## config.mk

```make
export PLATFORM = sky130hd
export DESIGN_NAME = xcore_ifu_ibuf_flat
export DESIGN_NICKNAME = d
export VERILOG_FILES = /design/src/rtl/xcore_ifu_ibuf_if.sv /design/src/rtl/xcore_ifu_ibuf.sv /design/src/flat_wrapper.sv
export SDC_FILE = /design/constraint.sdc
export NUM_CORES = 1
export LEC_CHECK = 0
export ABC_AREA = 1
export BUFFER_PORTS_ARGS = -buffer_cell sky130_fd_sc_hd__buf_2
export CORE_UTILIZATION = 35
export DETAILED_ROUTE_END_ITERATION = 8
export HOLD_SLACK_MARGIN = 0.15
export PLACE_DENSITY_LB_ADDON = 0.3
export SLEW_MARGIN = 30
export SYNTH_ARGS = -nofsm -noshare
export SYNTH_HDL_FRONTEND = slang
export SYNTH_SLANG_ARGS = --single-unit
```

## constraint.sdc

```tcl
create_clock -name clk -period 7.18 [get_ports clk]
set_clock_uncertainty 0.15 [all_clocks]
set_input_delay 1.436 -clock clk [delete_from_list [all_inputs] [get_ports clk]]
set_output_delay 1.436 -clock clk [all_outputs]
set_load 0.005 [all_outputs]
```

## src/rtl/xcore_ifu_ibuf_if.sv

```systemverilog
// Fetch-side and decode-side handshake bundle for the instruction fetch buffer.
interface xcore_ifu_ibuf_if #(
  parameter int DW = 32,
  parameter int AW = 32
);
  logic          in_valid;
  logic          in_ready;
  logic [AW-1:0] in_pc;
  logic [DW-1:0] in_instr;
  logic          out_valid;
  logic          out_ready;
  logic [AW-1:0] out_pc;
  logic [DW-1:0] out_instr;

  // Buffer side: consumes fetch entries, produces the head entry for decode.
  modport slave (
    input  in_valid, in_pc, in_instr, out_ready,
    output in_ready, out_valid, out_pc, out_instr
  );

  // Environment side: drives fetch entries and decode backpressure.
  modport master (
    output in_valid, in_pc, in_instr, out_ready,
    input  in_ready, out_valid, out_pc, out_instr
  );
endinterface

```

## src/rtl/xcore_ifu_ibuf.sv

```systemverilog
// Instruction fetch buffer: in-order circular store of {pc, instr} pairs between
// fetch and the IF/ID register, with single-cycle flush on redirect.
module xcore_ifu_ibuf #(
  parameter int DW    = 32,
  parameter int AW    = 32,
  parameter int DEPTH = 4
) (
  input  logic                     clk,
  input  logic                     reset,
  input  logic                     flush,
  xcore_ifu_ibuf_if.slave          bus,
  output logic [$clog2(DEPTH):0]   count
);
  localparam int PW = $clog2(DEPTH);
  localparam int CW = PW + 1;

  typedef struct packed {
    logic [AW-1:0] pc;
    logic [DW-1:0] instr;
  } entry_t;

  entry_t        mem_q [DEPTH];
  logic [PW-1:0] wr_ptr_q, wr_ptr_d;
  logic [PW-1:0] rd_ptr_q, rd_ptr_d;
  logic [CW-1:0] count_q, count_d;
  logic          push, pop;

  // Handshakes depend only on registered state and reset, never on the peer's
  // valid/ready, so there is no combinational in-to-out path. A full buffer
  // stays not-ready even when decode pops in the same cycle.
  assign bus.in_ready  = (count_q != CW'(DEPTH)) & ~reset;
  assign bus.out_valid = (count_q != '0);
  assign bus.out_pc    = mem_q[rd_ptr_q].pc;
  assign bus.out_instr = mem_q[rd_ptr_q].instr;
  assign count         = count_q;

  assign push = bus.in_valid  & bus.in_ready;
  assign pop  = bus.out_valid & bus.out_ready;

  // Next pointer/occupancy; flush wins over push and pop, dropping the entry
  // fetch believes was accepted.
  always_comb begin
    // NOTE: every next-state signal gets its hold value first so no path
    // through this block leaves one unassigned, which would infer a latch.
    wr_ptr_d = wr_ptr_q;
    rd_ptr_d = rd_ptr_q;
    count_d  = count_q;
    if (flush) begin
      wr_ptr_d = '0;
      rd_ptr_d = '0;
      count_d  = '0;
    end else begin
      if (push) wr_ptr_d = wr_ptr_q + PW'(1);
      if (pop)  rd_ptr_d = rd_ptr_q + PW'(1);
      unique case ({push, pop})
        2'b10:   count_d = count_q + CW'(1);
        2'b01:   count_d = count_q - CW'(1);
        default: count_d = count_q;
      endcase
    end
  end

  // State register and storage write; reset overrides everything.
  always_ff @(posedge clk) begin
    // NOTE: non-blocking assignments here so every register samples the
    // pre-edge values, independent of statement order.
    if (reset) begin
      wr_ptr_q <= '0;
      rd_ptr_q <= '0;
      count_q  <= '0;
      // NOTE: storage is cleared on reset because out_pc/out_instr are defined
      // to read zero afterwards; a plain FIFO would leave the array unreset.
      for (int i = 0; i < DEPTH; i++) mem_q[i] <= '0;
    end else begin
      wr_ptr_q <= wr_ptr_d;
      rd_ptr_q <= rd_ptr_d;
      count_q  <= count_d;
      if (push && !flush) mem_q[wr_ptr_q] <= '{pc: bus.in_pc, instr: bus.in_instr};
    end
  end
endmodule

```

## src/flat_wrapper.sv

```systemverilog
// flat-port wrapper written by rule: the top's interface ports become plain ports
module xcore_ifu_ibuf_flat 
#(
  parameter int DW    = 32,
  parameter int AW    = 32,
  parameter int DEPTH = 4
)
  (clk, reset, flush, count, bus_in_valid, bus_in_pc, bus_in_instr, bus_out_ready, bus_in_ready, bus_out_valid, bus_out_pc, bus_out_instr);
  xcore_ifu_ibuf_if #(.DW(DW), .AW(AW)) bus_i ();
  input  logic clk;
  input  logic reset;
  input  logic flush;
  output logic [$clog2(DEPTH):0] count;
  input wire logic [$bits(bus_i.in_valid)-1:0] bus_in_valid;
  input wire logic [$bits(bus_i.in_pc)-1:0] bus_in_pc;
  input wire logic [$bits(bus_i.in_instr)-1:0] bus_in_instr;
  input wire logic [$bits(bus_i.out_ready)-1:0] bus_out_ready;
  output wire logic [$bits(bus_i.in_ready)-1:0] bus_in_ready;
  output wire logic [$bits(bus_i.out_valid)-1:0] bus_out_valid;
  output wire logic [$bits(bus_i.out_pc)-1:0] bus_out_pc;
  output wire logic [$bits(bus_i.out_instr)-1:0] bus_out_instr;
  assign bus_i.in_valid = bus_in_valid;
  assign bus_i.in_pc = bus_in_pc;
  assign bus_i.in_instr = bus_in_instr;
  assign bus_i.out_ready = bus_out_ready;
  assign bus_in_ready = bus_i.in_ready;
  assign bus_out_valid = bus_i.out_valid;
  assign bus_out_pc = bus_i.out_pc;
  assign bus_out_instr = bus_i.out_instr;
  xcore_ifu_ibuf #(.DW(DW), .AW(AW), .DEPTH(DEPTH)) u_core (.clk(clk), .reset(reset), .flush(flush), .bus(bus_i), .count(count));
endmodule
```

==> run_results.csv <==
group,metric,value,unit
outcome,outcome,"finished clean",
worst_setup_path,end_kind,"output pin",
final_layout,drive_above_1_share,0.166,
power,p_seq_frac,0.528,
sta,drv_slew,0,
sta,setup_violations,0,
worst_setup_path,start_kind,"flop",
sta,fin_setup_tns,0,ps
worst_setup_path,cp_data_required_time,5590,ps
floorplan,rows,65,
route,dr.first_iter.drc_count,563,
worst_setup_path,worstRegToRegCells,6,
final_layout,multi_input_area,2820,um2
final_layout,area_growth,15.7,%
power,powerDensity,258,nW/um2
clock_network,cts_buffer_depth,3,
worst_setup_path,arrival,2910,ps
global_routing,grt_pass1_vias,7748,
placement,dp_cells,1506,
yosys,synth_nets,1103,
power,power.net_switching,0.743,mW
placement,port_buffers,137,
sta,fmax,0.222,GHz
floorplan,ios,138,
yosys,syn-instance-count,1032,
yosys,avgSynthCellArea,11.0,um2
power,intPower,2.64,mW
final_layout,sequential_cell_area,7870,um2
route,num_vias,7817,
global_routing,grt_overflow,0,
clock_network,cts_setup_buffers,0,
worst_setup_path,rrSetupSlack,4110,ps
floorplan,die_w,182,um
clock_network,clkTransAtPathRegs,60,ps
final_layout,diodes,0,
sta,worstMarginPinSlew,963,ps
route,dr.pass1.iters,5,
route,ant_nets,0,
clock_network,clk_latency,530,ps
yosys,synth_edf_count,256,
global_routing,grt.total_usage,0.163,
sta,finalHoldViolations,0,
final_layout,nFillCells,3083,
floorplan,core,31700,um2
clock_network,cts_buffers,28,
power,fin_total_pwr,3.38,mW
power,pwr-share-clk,0.408,
placement,hpwl,14900,um
power,power_frac_comb,0.064,
global_routing,antenna_found_initial,0,
clock_network,cts_tree,"done",
yosys,ys_types,21,
yosys,mappedNetlistArea,11300,um2
worst_setup_path,cp_max_fo,68,
yosys,synth-seq-cells,265,
clock_network,cts_root_buf,"clkbuf_16",
sta,final.min_clock_period,4500,ps
floorplan,die-area,33100,um2
yosys,seq_area_frac_synth,0.695,
route,drc_errors,0,
clock_network,cts-htree-levels,1,
sta,fin_crit_sh,0.627,
power,p_leak,5.37,nW
floorplan,die_h,182,um
worst_hold_path,worstHoldPathCells,1,
sta,rsz0062_at_grt,"no",
clock_network,cts_resized,0,
sta,slew_headroom,0.358,
clock_network,ctsHoldBuffers,0,
clock_network,cts_sinks,265,
placement,finalWeightedCongestion,0.721,
final_layout,final_cells,1557,
yosys,yosys_warnings,0,
yosys,async_flop_share,0,
global_routing,grt_max_degree,87,
route,routedWlPerCell,17.6,um
global_routing,grt_pass1_wl,42100,um
floorplan,start_util,0.357,
route,vias_per_cell,5.02,
worst_setup_path,critPathKind,"reg -> out",
worst_hold_path,hold_path.class,"reg -> reg",
job,drv_cap,0,
power,switching_share,0.220,
yosys,synth_ff_type,"edfxtp_1",
final_layout,fin_nets,1206,
power,peakVddDrop,0.148,mV
route,routed_wl,27400,um
## metrics by stage
step / area, um2 / worst slack (ps) / util / hold WS, ps
floorplan: 11300 / 3040 / - / 320
global placement: 12200 / 2490 / 0.384 / 328
detailed placement: 12200 / 2320 / 0.384 / 334
CTS: 13100 / 2640 / 0.412 / 348
global route: 13100 / 2450 / 0.413 / 355
finish: 13100 / 2680 / 0.413 / 343
## cell usage in the layout (no fill, tap or decap), drive strengths merged, types with 2 or more instances in the layout
cell	instances
o21ai	131
o22ai	64
a21oi	6
bufinv	2
buf	142
edfxtp	256
nor2	391
clkinv	11
dfxtp	9
nand2	14
inv	78
nand3	9
clkbuf	36
## worst max-delay path, cell delays in order, from the launching register on
cell and delay [ps]:
dfxtp_4 490, inv_4 500, buf_4 680, o21ai_0 200, o22ai_1 280, buf_2 180
## metal layers
layer | track usage | share of wire | vias to the layer above
met5 | 0 | 0 | -
met4 | 0.0413 | 0.019 | 0
met3 | 0.0209 | 0.045 | 41
met2 | 0.283 | 0.48 | 196
met1 | 0.217 | 0.45 | 3850
li1 | - | - | 3730
## cell families (layout without fill, tap and decap cells)
kind of cell	Yosys count	count (layout)	synth area share
AO/OA/AOI/OAI	202	202	0.0966
XOR/XNOR	1	1	0.000774
adder cells (fa/ha/maj)	2	2	0.00287
buffers and inverters	147	270	0.0650
flip-flops	265	265	0.695
AND/OR/NAND/NOR	415	415	0.140
## cell usage after synthesis, types with 6 or more instances
cell type    n  area share
dfxtp_1      9       0.016
edfxtp_1   256        0.68
nor2_1     390        0.13
a21oi_1      6      0.0027
buf_6       22       0.022
o21ai_0    131       0.058
o22ai_1     64       0.035
inv_1       77       0.026
buf_2        9      0.0040
clkbuf_1    36       0.012
nand3_1      8      0.0035
nand2_1     14      0.0046
## power by group through the flow
stage	Sequential [mW]	Clock, mW	Combinational, mW
floorplan	1.81	0	0.118
global placement	1.82	0	0.215
detailed placement	1.82	0	0.219
CTS	1.79	1.40	0.219
global route	1.79	1.46	0.241
finish	1.79	1.38	0.215
## registers in the layout, indices dropped and copies added, names as in the netlist, named ones only
register,cells
u_core.count,3
u_core.mem_q,256
u_core.rd_ptr_q,2
u_core.wr_ptr_q,2
## final timing paths
check	start	to
hold reg to reg	u_core.count[0]$_SDFFE_PP0P_	u_core.count[0]$_SDFFE_PP0P_
hold / removal	u_core.count[0]$_SDFFE_PP0P_	u_core.count[0]$_SDFFE_PP0P_
setup reg to reg	u_core.count[0]$_SDFFE_PP0P_	u_core.mem_q[0][30]$_SDFFCE_PN0P_
setup / recovery	flop	bus_out_pc[23]
## cell type report
cell class              instances  share of cell area
flip-flops and latches        265               0.601
multi-input cells             620               0.215
clock buffers                  36              0.0574
repair buffers                142              0.0562
well taps                     402              0.0384
inverters                      78              0.0227
clock inverters                14             0.00879
Power figures use the tool's default switching activity.
